File: config.mk
export PLATFORM = sky130hd
export DESIGN_NAME = tmds_decoder
export DESIGN_NICKNAME = d
export VERILOG_FILES = /design/src/rtl/tmds_pkg.sv /design/src/rtl/tmds_symbol_decode.sv /design/src/rtl/tmds_decoder.sv
export SDC_FILE = /design/constraint.sdc
export NUM_CORES = 1
export LEC_CHECK = 0
export ABC_AREA = 1
export CAP_MARGIN = 15
export CORE_UTILIZATION = 50
export DETAILED_ROUTE_END_ITERATION = 10
export PLACE_DENSITY = 0.72
export SETUP_SLACK_MARGIN = 0.5
export SLEW_MARGIN = 10
export SYNTH_ARGS = -nofsm -noshare
export SYNTH_HDL_FRONTEND = slang
export SYNTH_SLANG_ARGS = --single-unit
export TNS_END_PERCENT = 30
File: constraint.sdc
create_clock -name clk_in -period 8.5 [get_ports clk_in]
set_clock_uncertainty 0.2 [all_clocks]
set_input_delay 0.85 -clock clk_in [delete_from_list [all_inputs] [get_ports clk_in]]
set_output_delay 0.85 -clock clk_in [all_outputs]
set_load 0.03 [all_outputs]
File: src/rtl/tmds_pkg.sv
// Shared TMDS definitions for the encoder and decoder.
//   CTRL_TOKEN  : 10-bit control tokens indexed by the 2-bit {c1,c0} code.
//   DISP_W      : width of the running-disparity counter (two's complement).
//   tmds_lock_e : decoder lock state.
//   tm_choice   : the encoder's transition-minimising choice for a byte,
//                 returned as q_m[8] (1 = XOR chain, 0 = XNOR chain).
package tmds_pkg;

    localparam int DISP_W = 5;

    localparam logic [9:0] CTRL_TOKEN [4] = '{
        10'b1101010100,
        10'b0010101011,
        10'b0101010100,
        10'b1010101011
    };

    typedef enum logic {
        UNLOCKED = 1'b0,
        LOCKED   = 1'b1
    } tmds_lock_e;

    function automatic logic tm_choice(input logic [7:0] data);
        logic [3:0] n1;
        n1 = '0;
        for (int i = 0; i < 8; i++) begin
            n1 = n1 + {3'b000, data[i]};
        end
        return ~((n1 > 4'd4) || ((n1 == 4'd4) && ~data[0]));
    endfunction

endpackage

File: src/rtl/tmds_symbol_decode.sv
// Combinational classification and decode of one aligned 10-bit TMDS symbol.
//   tmds    in  10 : symbol, bit 0 is the first serial bit
//   is_ctrl out 1  : symbol matches one of the four control tokens
//   ctrl    out 2  : control code of the matching token (0 otherwise)
//   data    out 8  : byte recovered from the XOR/XNOR chain
//   ones    out 4  : ones in the un-inverted q_m[7:0]
//   zeros   out 4  : zeros in the un-inverted q_m[7:0]
module tmds_symbol_decode
    import tmds_pkg::*;
(
    input  logic [9:0] tmds,
    output logic       is_ctrl,
    output logic [1:0] ctrl,
    output logic [7:0] data,
    output logic [3:0] ones,
    output logic [3:0] zeros
);

    logic [7:0] d;

    always_comb begin
        is_ctrl = 1'b0;
        ctrl    = 2'b00;
        for (int i = 0; i < 4; i++) begin
            if (tmds == CTRL_TOKEN[i]) begin
                is_ctrl = 1'b1;
                ctrl    = i[1:0];
            end
        end
    end

    // bit 9 marks that the encoder inverted q_m[7:0] on the wire
    assign d = tmds[9] ? ~tmds[7:0] : tmds[7:0];

    always_comb begin
        data    = '0;
        data[0] = d[0];
        for (int i = 1; i < 8; i++) begin
            data[i] = tmds[8] ? (d[i] ^ d[i-1]) : ~(d[i] ^ d[i-1]);
        end
    end

    always_comb begin
        ones = '0;
        for (int i = 0; i < 8; i++) begin
            ones = ones + {3'b000, d[i]};
        end
    end

    assign zeros = 4'd8 - ones;

endmodule

File: src/rtl/tmds_decoder.sv
// TMDS channel decoder: one aligned 10-bit symbol per valid cycle in, decoded
// byte or control code out two cycles later, with disparity/transition checks
// and a control-run based lock detector.
//   clk_in, rst_in          : pixel clock, async active-high reset
//   tmds_in, valid_in       : aligned symbol and its qualifier
//   data_out, control_out   : decoded byte (0 for control) / last control code
//   ve_out, valid_out       : 1 = data symbol / output qualifier
//   disp_err, tm_err        : per-symbol error pulses
//   locked, err_count       : lock state / saturating error count
//
// state    | meaning
// UNLOCKED | counting consecutive control tokens towards lock
// LOCKED   | channel trusted; counting consecutive errored data symbols
module tmds_decoder
    import tmds_pkg::*;
#(
    parameter int LOCK_CTRL = 12,
    parameter int ERR_LIMIT = 4,
    parameter int ERRCNT_W  = 16
) (
    input  logic                clk_in,
    input  logic                rst_in,
    input  logic [9:0]          tmds_in,
    input  logic                valid_in,
    output logic [7:0]          data_out,
    output logic [1:0]          control_out,
    output logic                ve_out,
    output logic                valid_out,
    output logic                disp_err,
    output logic                tm_err,
    output logic                locked,
    output logic [ERRCNT_W-1:0] err_count
);

    localparam int CRUN_W = $clog2(LOCK_CTRL + 1);
    localparam int ERUN_W = $clog2(ERR_LIMIT + 1);

    logic       dec_is_ctrl;
    logic [1:0] dec_ctrl;
    logic [7:0] dec_data;
    logic [3:0] dec_ones;
    logic [3:0] dec_zeros;

    tmds_symbol_decode u_symbol_decode (
        .tmds    (tmds_in),
        .is_ctrl (dec_is_ctrl),
        .ctrl    (dec_ctrl),
        .data    (dec_data),
        .ones    (dec_ones),
        .zeros   (dec_zeros)
    );

    logic       s1_valid, s1_is_ctrl, s1_t8, s1_t9;
    logic [1:0] s1_ctrl;
    logic [7:0] s1_data;
    logic [3:0] s1_ones, s1_zeros;

    always_ff @(posedge clk_in or posedge rst_in) begin
        if (rst_in) begin
            s1_valid   <= 1'b0;
            s1_is_ctrl <= 1'b0;
            s1_t8      <= 1'b0;
            s1_t9      <= 1'b0;
            s1_ctrl    <= '0;
            s1_data    <= '0;
            s1_ones    <= '0;
            s1_zeros   <= '0;
        end else begin
            s1_valid <= valid_in;
            if (valid_in) begin
                s1_is_ctrl <= dec_is_ctrl;
                s1_t8      <= tmds_in[8];
                s1_t9      <= tmds_in[9];
                s1_ctrl    <= dec_ctrl;
                s1_data    <= dec_data;
                s1_ones    <= dec_ones;
                s1_zeros   <= dec_zeros;
            end
        end
    end

    logic [DISP_W-1:0] cnt, cnt_upd, ones_minus, zeros_minus;
    logic              exp_b9, disp_err_d, tm_err_d, sym_err;

    assign ones_minus  = DISP_W'(s1_ones) - DISP_W'(s1_zeros);
    assign zeros_minus = DISP_W'(s1_zeros) - DISP_W'(s1_ones);

    always_comb begin
        if ((cnt == '0) || (s1_ones == s1_zeros)) begin
            exp_b9 = ~s1_t8;
        end else if ((~cnt[DISP_W-1] && (s1_ones > s1_zeros)) ||
                     (cnt[DISP_W-1] && (s1_zeros > s1_ones))) begin
            exp_b9 = 1'b1;
        end else begin
            exp_b9 = 1'b0;
        end
    end

    // Track the disparity the transmitter actually sent (received bit 9),
    // so a single corrupted bit 9 produces a single error pulse.
    assign cnt_upd = s1_t9 ? (cnt + DISP_W'({s1_t8, 1'b0}) + zeros_minus)
                           : (cnt + ones_minus - DISP_W'({~s1_t8, 1'b0}));

    assign disp_err_d = s1_valid && !s1_is_ctrl && (s1_t9 != exp_b9);
    assign tm_err_d   = s1_valid && !s1_is_ctrl && (s1_t8 != tm_choice(s1_data));
    assign sym_err    = disp_err_d || tm_err_d;

    always_ff @(posedge clk_in or posedge rst_in) begin
        if (rst_in) begin
            cnt         <= '0;
            valid_out   <= 1'b0;
            disp_err    <= 1'b0;
            tm_err      <= 1'b0;
            ve_out      <= 1'b0;
            data_out    <= '0;
            control_out <= '0;
            err_count   <= '0;
        end else begin
            valid_out <= s1_valid;
            disp_err  <= disp_err_d;
            tm_err    <= tm_err_d;
            if (s1_valid) begin
                ve_out <= ~s1_is_ctrl;
                if (s1_is_ctrl) begin
                    cnt         <= '0;
                    data_out    <= '0;
                    control_out <= s1_ctrl;
                end else begin
                    cnt      <= cnt_upd;
                    data_out <= s1_data;
                end
            end
            if (sym_err && (err_count != '1)) begin
                err_count <= err_count + ERRCNT_W'(1);
            end
        end
    end

    tmds_lock_e        state, state_nxt;
    logic [CRUN_W-1:0] ctrl_run, ctrl_run_nxt;
    logic [ERUN_W-1:0] err_run, err_run_nxt;

    always_ff @(posedge clk_in or posedge rst_in) begin
        if (rst_in) begin
            state    <= UNLOCKED;
            ctrl_run <= '0;
            err_run  <= '0;
        end else begin
            state    <= state_nxt;
            ctrl_run <= ctrl_run_nxt;
            err_run  <= err_run_nxt;
        end
    end

    always_comb begin
        state_nxt    = state;
        ctrl_run_nxt = ctrl_run;
        err_run_nxt  = err_run;
        if (s1_valid) begin
            case (state)
                UNLOCKED: begin
                    if (!s1_is_ctrl) begin
                        ctrl_run_nxt = '0;
                    end else if (ctrl_run == CRUN_W'(LOCK_CTRL - 1)) begin
                        state_nxt    = LOCKED;
                        ctrl_run_nxt = '0;
                    end else begin
                        ctrl_run_nxt = ctrl_run + CRUN_W'(1);
                    end
                end
                LOCKED: begin
                    if (s1_is_ctrl || !sym_err) begin
                        err_run_nxt = '0;
                    end else if (err_run == ERUN_W'(ERR_LIMIT - 1)) begin
                        state_nxt    = UNLOCKED;
                        err_run_nxt  = '0;
                        ctrl_run_nxt = '0;
                    end else begin
                        err_run_nxt = err_run + ERUN_W'(1);
                    end
                end
                default: state_nxt = UNLOCKED;
            endcase
        end
    end

    assign locked = (state == LOCKED);

endmodule
# After elaboration in Yosys (flattened, before gate mapping)
# Index checks and enable logic that the tools add are counted.
[totals] ff_bits=65 output_inout_bits=31
[op_classes] addsub=24 order_cmp=3 n_eq_ne=13 muxes=32 n_bitwise=21 reduce_logical=18
[ops] cell="$add A4 B1 Y4" count=10
[ops] cell="$eq A10 B10 Y1 const B" count=2
[ops] cell="$mux W1" count=18
[ops] cell="$add A16 B1 Y16 const B" count=1
[ops] cell="$mux W4" count=4
[ops] cell="$mux W8" count=2
[ops] cell="$ne A16 B16 Y1 const B" count=1
[ops] cell="$not A1 Y1" count=13
[ops] cell="$add A5 B5 Y5" count=2
[ops] cell="$eq A10 B8 Y1 const B" count=1
[ops] cell="$eq A10 B9 Y1 const B" count=1
[ops] cell="$mux W5" count=2
[ops] cell="$sub A4 B4 Y5" count=2
[ops] cell="$gt A4 B4 Y1" count=2
[ops] cell="$not A8 Y8" count=1
[ops] cell="$pmux W4 S2" count=1
[ops] cell="$logic_and A1 B1 Y1" count=7
[ops] cell="$xor A1 B1 Y1" count=7
[ops] cell="$mux W3" count=2
[ops] cell="$add A5 B2 Y5" count=1
[ops] cell="$logic_not A5 Y1" count=1
[ops] cell="$logic_or A1 B1 Y1" count=5
[ops] cell="$sub A5 B2 Y5" count=1
[ops] cell="$add A1 B1 Y2" count=2
[ops] cell="18 further kinds" count=22

# Depth between registers and ports, before layout
# Gate-level depths: netlist of the first run.
[logic_depth] ltp_word=18 depth_mapped=18

# Cells and area by module
# Synthesis of the first run repeated with hierarchy kept, for this count alone.
[hier_totals] hier_cells=520 hier_area_um2=4445.5
[by_module_without_submodules] module="tmds_decoder" n_inst=1 cells_per_inst=436 area_per_inst_um2=3877.5
[by_module_without_submodules] module="tmds_symbol_decode" n_inst=1 cells_per_inst=84 area_per_inst_um2=568.0

# Worst setup path after synthesis of the first run
# OpenSTA, ideal clock, no wires.
[synth_path] path_kind="in2reg" start="in tmds_in[9]" end="reg s1_zeros[3]" arrival_ns=3.890 setup_slack_ns=4.327 path_stages=11 n_path_buf=1 cell_sequence="clkbuf_1 xor2_1 fa_1 fa_1 inv_1 fa_1 fa_1 xor2_1 nand3_1 xor2_1 o21ai_0"
[synth_via] elab_chain_cells=9
[synth_rtl] item="start: declaration" line_no="tmds_decoder.sv:23" text="input logic [9:0] tmds_in,"
[synth_rtl] item="$mux W8 (*)" line_no="tmds_symbol_decode.sv:33" text="assign d = tmds[9] ? ~tmds[7:0] : tmds[7:0];"
[synth_rtl] item="$add A1 B1 Y2" line_no="tmds_symbol_decode.sv:46" text="ones = ones + {3'b000, d[i]};"
[synth_rtl] item="$add A4 B1 Y4 (5 in a row)" line_no="tmds_symbol_decode.sv:46"
[synth_rtl] item="$add A4 B1 Y4 (*)" line_no="tmds_symbol_decode.sv:46"
[synth_rtl] item="$sub A4 B4 Y4 (*)" line_no="tmds_symbol_decode.sv:50" text="assign zeros = 4'd8 - ones;"
[synth_rtl] item="end signal: assignment" line_no="tmds_decoder.sv:77" text="s1_zeros <= dec_zeros;"
[synth_rtl] item="end: declaration" line_no="tmds_decoder.sv:56" text="logic [3:0] s1_ones, s1_zeros;"
# Every way passes the cells marked *; elsewhere a longest branch is shown, timed or not.
# A chain may end at the register's enable or synchronous reset.

# Final worst setup path of the first run
# Ends and elaborated chain as after synthesis.

==> metrics.txt, run 1 <==
final hold vios=0; CTS tree=built; worst-skew pair later-pin latency=340 ps; Internal Power=0.000828 W; Lkg Pwr=2.31 nW; Max-slew headroom=0.486; Post-synth ARST share=1.00; Final Cycle Share=0.520; combinational share of power=0.560; fillers=740; die area=8810 µm²; max cap viols=0; R2R setup slack=4200 ps; routed wire length per instance=~13 µm; final RePlAce weighted congestion=0.843; DR vias=3192; crit path DAT=4480 ps; number of synthesized flops with an enable pin=0; hold_sp=control_out[0]; initial antenna violation count=0; Netlist cell types=43; Num CTS Buffers=9; post-DP HPWL=6.29 mm; syn nets=~540; syn_area_per_cell=about 8.9 µm²; I/O Buffers=43; Rows=33; power share of the clock group=0.162; ratio of cells with drive above 1 in the final layout=0.0883; ant diodes=0; H-Tree Depth=3; CP startpoint=tmds_in[9]; global route total overflow=0; largest net degree at the start of global routing=64; Critical Path End Type=flip-flop; width of the die=93.9 µm; P&R area growth vs syn=15.8%; Die H=93.9 µm; IO Pins=44; DR iter-0 viols=between 100 and 150; area of the multi-input gates=2240 µm²; clk sink count=63; Worst Setup Start Kind=input pin; Placed Cells=about 600; status=complete, no violations; Switch Pwr=about 0.00067 W; Pre-Repair DR Iteration Count=6; Reg power frac=0.278; Fmax=0.226 GHz; Max Fanout on Critical Path=11; CTS Root Cell=clkbuf_8; Switching Share=0.446; Post-CTS Resized=0; Top FF cell, synth=dfrtp_1; clock tree buffer depth=2; worst ir drop on vdd=134 µV; FF+latch area=1580 µm²; Syn Inst Count=~470; total global-route track usage=0.208; RSZ-0062 raised after global routing=false; warnings from Yosys=0; final setup TNS=0 ps; flop and latch count out of synthesis=63; sequential share of the synthesized area=0.374; Least-Margin Pin Slew=771 ps; # hold bufs at CTS=0; reg-to-reg startpoint=s1_data[0]; CP Class=input pin to flip-flop; Core Region=8180 µm²; Post-Layout Cell Count=626; # setup viols final=0; post-layout min period=4420 ps; Req. time, crit path=~8600 ps; Power Dens Cells=306 nW/µm²; post-DR vias/cell=5.10; DRT antenna net count=0; Setup Buffers After CTS=0; fin util=0.598; initial core utilization=0.516; commonest non-fill, non-tap cells in the layout=nand2_1 (90), inv_1 (81), dfrtp_1 (63), clkdlybuf4s50_1 (43), ha_1 (33); Final Net Count=578; count of pins over their slew limit=0; vias in the first global route=3223; HP Class=flip-flop to flip-flop; Total Wirelength=8.11 mm; first-pass GRT wire length=14.3 mm; drt drc=0; Clk pin slew, worst setup/hold paths=70 ps; mapped cell area=4220 µm²; commonest non-fill, non-tap cell in the layout=nand2_1
[state kept, by name, indices dropped and copies added (netlist names)]
name         cells
err_count       16
data_out         8
s1_data          8
cnt              5
ctrl_run         4
err_run          3
s1_ones          3
s1_zeros         3
control_out      2
s1_ctrl          2
disp_err         1
locked           1
s1_is_ctrl       1
s1_t8            1
s1_t9            1
s1_valid         1
tm_err           1
valid_out        1
ve_out           1
[power groups by stage]
| stage | clock (W) | sequential, W | combinational, W |
|---|---|---|---|
| after floorplan | 0 | 0.000445 | 0.000658 |
| after global routing | 0.000262 | 0.000424 | 0.000970 |
| after global placement | 0 | 0.000417 | 0.000805 |
| after detailed placement | 0 | 0.000420 | 0.000837 |
| after CTS | 0.000247 | 0.000415 | 0.000843 |
| final | 0.000242 | 0.000415 | 0.000837 |
[worst max-delay path: stages]
cell,delay [ps]
clkdlybuf4s50_1,770
xor2_1,260
fa_1,480
fa_1,540
inv_1,50
fa_1,450
fa_1,390
xor2_1,270
nand3_1,130
xor2_1,160
o21ai_0,150
[worst paths after layout]
kind | endpoint | cells after the start
worst min-delay path | control_out[0] | 2
max in group asynchronous | s1_zeros[2] | 3
worst max-delay path | s1_zeros[3] | 11
min in group asynchronous | locked | 3
worst max register to register | err_count[9] | 16
worst min register to register | control_out[0] | 2
[metrics by stage]
stage          area, µm²  hold slack (ps)  total power [W]  worst slack (ps)
2_1_floorplan       4220              192          0.00110              4330
3_3_place_gp        4700              266          0.00122              3840
3_5_place_dp        4700              277          0.00126              3700
4_1_cts             4890              294          0.00151              4060
5_1_grt             4890              331          0.00166              3850
6_report            4890              288          0.00149              4080
[kinds of logic (layout without fill, tap and decap cells)]
| family | after synthesis | after routing | synth area share |
|---|---|---|---|
| flops | 63 | 63 | 0.374 |
| simple gates | 161 | 161 | 0.177 |
| fa+ha+maj | 48 | 48 | 0.169 |
| xor+xnor | 37 | 37 | 0.0786 |
| buf+inv | 96 | 143 | 0.0955 |
| mux | 1 | 1 | 0.00267 |
| compound gates | 68 | 68 | 0.103 |
[layer usage]
| metal | vias up | track usage | share of wire | wire length, µm |
|---|---|---|---|---|
| li1 | 1602 | - | - | - |
| met3 | 13 | 0.0413 | 0.033 | 271 |
| met4 | 0 | 0.0910 | 0.016 | 133 |
| met1 | 1511 | 0.259 | 0.45 | 3650 |
| met2 | 66 | 0.350 | 0.50 | 4050 |
| met5 | - | 0 | 0 | 0 |
[synth_stat cells, types with 2 or more instances]
cell type | count | area, µm²
a221oi_1 | 2 | 17.5
buf_6 | 3 | 33.8
o211ai_1 | 2 | 15.0
nor4_1 | 2 | 12.5
o21ai_1 | 3 | 15.0
nor3_1 | 6 | 30.0
nand4_1 | 8 | 50.1
dfrtp_1 | 63 | 1580
a21oi_1 | 9 | 45.0
nand3_2 | 5 | 50.1
o31ai_1 | 2 | 15.0
o21ai_0 | 26 | 130
a211oi_1 | 2 | 15.0
a22o_1 | 3 | 26.3
clkbuf_1 | 7 | 26.3
nand2_1 | 90 | 338
or2_2 | 2 | 12.5
nand2_4 | 2 | 22.5
nor2_1 | 18 | 67.6
nand3_1 | 24 | 120
o21ai_2 | 10 | 87.6
fa_1 | 15 | 300
ha_1 | 33 | 413
o22ai_1 | 3 | 18.8
xnor2_1 | 10 | 87.6
inv_1 | 82 | 308
xor2_1 | 26 | 228
[area by class of cell]
class,count,area share
Clock inverter,3,0.00358
Multi-Input combinational cell,315,0.459
Timing Repair Buffer,44,0.0896
Tap cell,105,0.0269
Sequential cell,63,0.323
Inverter,84,0.0650
Clock buffer,12,0.0338
Power figures use the tool's default switching activity.
==> run 2, diff against run 1 <==
- clock period: 8.5 -> 4.52 ns (I/O delays scaled with it)
==> metrics.txt, run 2 (synthesis results as in run 1) <==
commonest non-fill, non-tap cell in the layout=nand2_1; crit path DAT=4010 ps (-470 ps); first-pass GRT wire length=14.5 mm (+1.4%); Final Net Count=586 (+1.4%); R2R setup slack=540 ps (-3660 ps); Final Cycle Share=0.880; Worst Setup Start Kind=flip-flop; ant diodes=0 (unchanged); Pre-Repair DR Iteration Count=4 (-2); Least-Margin Pin Slew=778 ps (+6.39 ps); initial core utilization=0.516 (unchanged); largest register by flop count=err_count; CP Class=flip-flop to flip-flop; P&R area growth vs syn=19.8%; slowest stage cell on the critical path=fa_1; die area=8810 µm² (unchanged); initial antenna violation count=0 (unchanged); Max Fanout on Critical Path=7 (-4); Core Region=8180 µm² (unchanged); final setup TNS=0 ps (unchanged); FF+latch area=1580 µm² (unchanged); GR peak layer=met2; post-DR vias/cell=5.28 (+3.6%); DRT antenna net count=0 (unchanged); Req. time, crit path=4550 ps (-4010 ps); pre-CTS WS=187 ps (-3510 ps); ratio of cells with drive above 1 in the final layout=0.115 (+0.0268); fillers=711 (-3.9%); Num CTS Buffers=9 (unchanged); status=complete, no violations; Clk pin slew, worst setup/hold paths=60 ps (about the same); # setup viols final=0 (unchanged); Switch Pwr=0.00138 W (+110%); post-DP HPWL=6.48 mm (+3.1%); Power Dens Cells=603 nW/µm² (+97%); Lkg Pwr=2.38 nW (+3.0%); combinational share of power=0.585 (+0.025); drt drc=0 (unchanged); area of the multi-input gates=2330 µm² (+4.1%); clk sink count=63 (unchanged); vias in the first global route=3327 (+3.2%); max FFs per register=16 (unchanged); CTS tree=built; commonest non-fill, non-tap cells in the layout=nand2_1 (88), inv_1 (80), dfrtp_1 (63), clkdlybuf4s50_1 (43), ha_1 (32); CTS Root Cell=clkbuf_8; clock tree buffer depth=2 (unchanged); GR Layer Usage met3=0.0413 (unchanged); final hold vios=0 (unchanged); critical-path cell list=fa_1 -> inv_1 -> fa_1 -> fa_1 -> inv_2 -> ha_4 -> fa_1 -> o31ai_2 -> nand3_1 -> nand3_4 -> nand2_8 -> nand2_8 -> clkinv_8 -> nand2_1 -> o21ai_2; most used cell along the critical path=fa_1; routed wire length per instance=13.7 µm (+6.1%); Die H=93.9 µm (unchanged); GRT met2 Usage=0.365 (+0.0152); HP Class=flip-flop to flip-flop; DR vias=3354 (+5.1%); max cap viols=0 (unchanged); Rows=33 (unchanged); RSZ-0062 raised after global routing=true; H-Tree Depth=3 (unchanged); post-layout min period=3980 ps; largest net degree at the start of global routing=38 (-41%); count of pins over their slew limit=0 (unchanged); global route total overflow=0 (unchanged); IO Pins=44 (unchanged); Total Wirelength=8.73 mm (+7.6%); power share of the clock group=0.159 (-0.003); final RePlAce weighted congestion=0.858 (+1.7%); worst ir drop on vdd=261 µV (+94%); Reg power frac=0.256 (-0.022); Top Registers=err_count: 16 flops, data_out: 8 flops, s1_data: 8 flops; width of the die=93.9 µm (unchanged); worst-skew pair later-pin latency=350 ps (about the same); Internal Power=0.00166 W (+100%); total global-route track usage=0.213 (+0.00458); Switching Share=0.454 (+0.00853); I/O Buffers=43 (unchanged); worst setup margin=542 ps (-3540 ps); M1 GR Usage=0.250 (-0.00860); Max-slew headroom=0.481 (-0.00501); Fmax=0.251 GHz; CP max stage delay=520 ps (-250 ps); DR iter-0 viols=124 (-11%); Critical Path End Type=flip-flop
run 2: timing repair:
action | 4_1_cts | 5_1_grt
hold buffers | 0 | 0
cloned | 1 | 4
hold endpoints to repair | 0 | 0
pin swaps | 0 | 6
resized for setup | 6 | 15
endpoints found under the setup margin | 20 | 26
buffers inserted | 0 | 2
run 2: layout make-up:
class / count / share of cell area
Tap cell: 105 / 0.0260
Timing Repair Buffer: 47 / 0.0911
Clock inverter: 4 / 0.00891
Clock buffer: 12 / 0.0287
Sequential cell: 63 / 0.312
Multi-Input combinational cell: 317 / 0.462
Timing Repair inverter: 3 / 0.00718
Inverter: 84 / 0.0648
run 2: power groups by stage:
stage,Clock (W),Combinational (W),Sequential [W]
floorplan,0,0.00124,0.000837
global placement,0,0.00153,0.000784
detailed placement,0,0.00158,0.000792
CTS,0.000493,0.00165,0.000781
global route,0.000515,0.00201,0.000797
finish,0.000484,0.00178,0.000781
run 2: metrics by stage:
stage / util / instance area, µm² / hold WS, ps / power (W) / std cells
after global routing: 0.618 / 5060 / 304 / 0.00333 / 635
after CTS: 0.603 / 4930 / 291 / 0.00292 / 629
after floorplan: - / 4220 / 192 / 0.00207 / 474
after global placement: 0.576 / 4710 / 267 / 0.00231 / 612
final: 0.618 / 5060 / 287 / 0.00305 / 635
after detailed placement: 0.576 / 4710 / 276 / 0.00237 / 612
run 2: per-layer routing:
metal / routed length, µm / part of all wire
met4: 260 / 0.030
met1: 3760 / 0.43
met3: 299 / 0.034
met2: 4410 / 0.50
met5: 0 / 0
run 2: path summary, 6_finish.rpt:
path | from | cells past startpoint | endpoint
setup / recovery | s1_data[1] | 15 | err_count[12]
hold / removal | s1_ctrl[1] | 2 | s1_ctrl[1]
setup reg to reg | s1_data[1] | 15 | err_count[12]
hold reg to reg | s1_ctrl[1] | 2 | s1_ctrl[1]
max in group asynchronous | rst_in | 3 | s1_ones[1]
min in group asynchronous | rst_in | 2 | err_count[11]
run 2: critical path: cells and delay by family, from the launching register on:
kind	cells	cell delay, ps
flip-flops	1	430
AO/OA/AOI/OAI	2	320
AND/OR/NAND/NOR	5	640
buffers and inverters	3	180
adder cells (fa/ha/maj)	5	2090
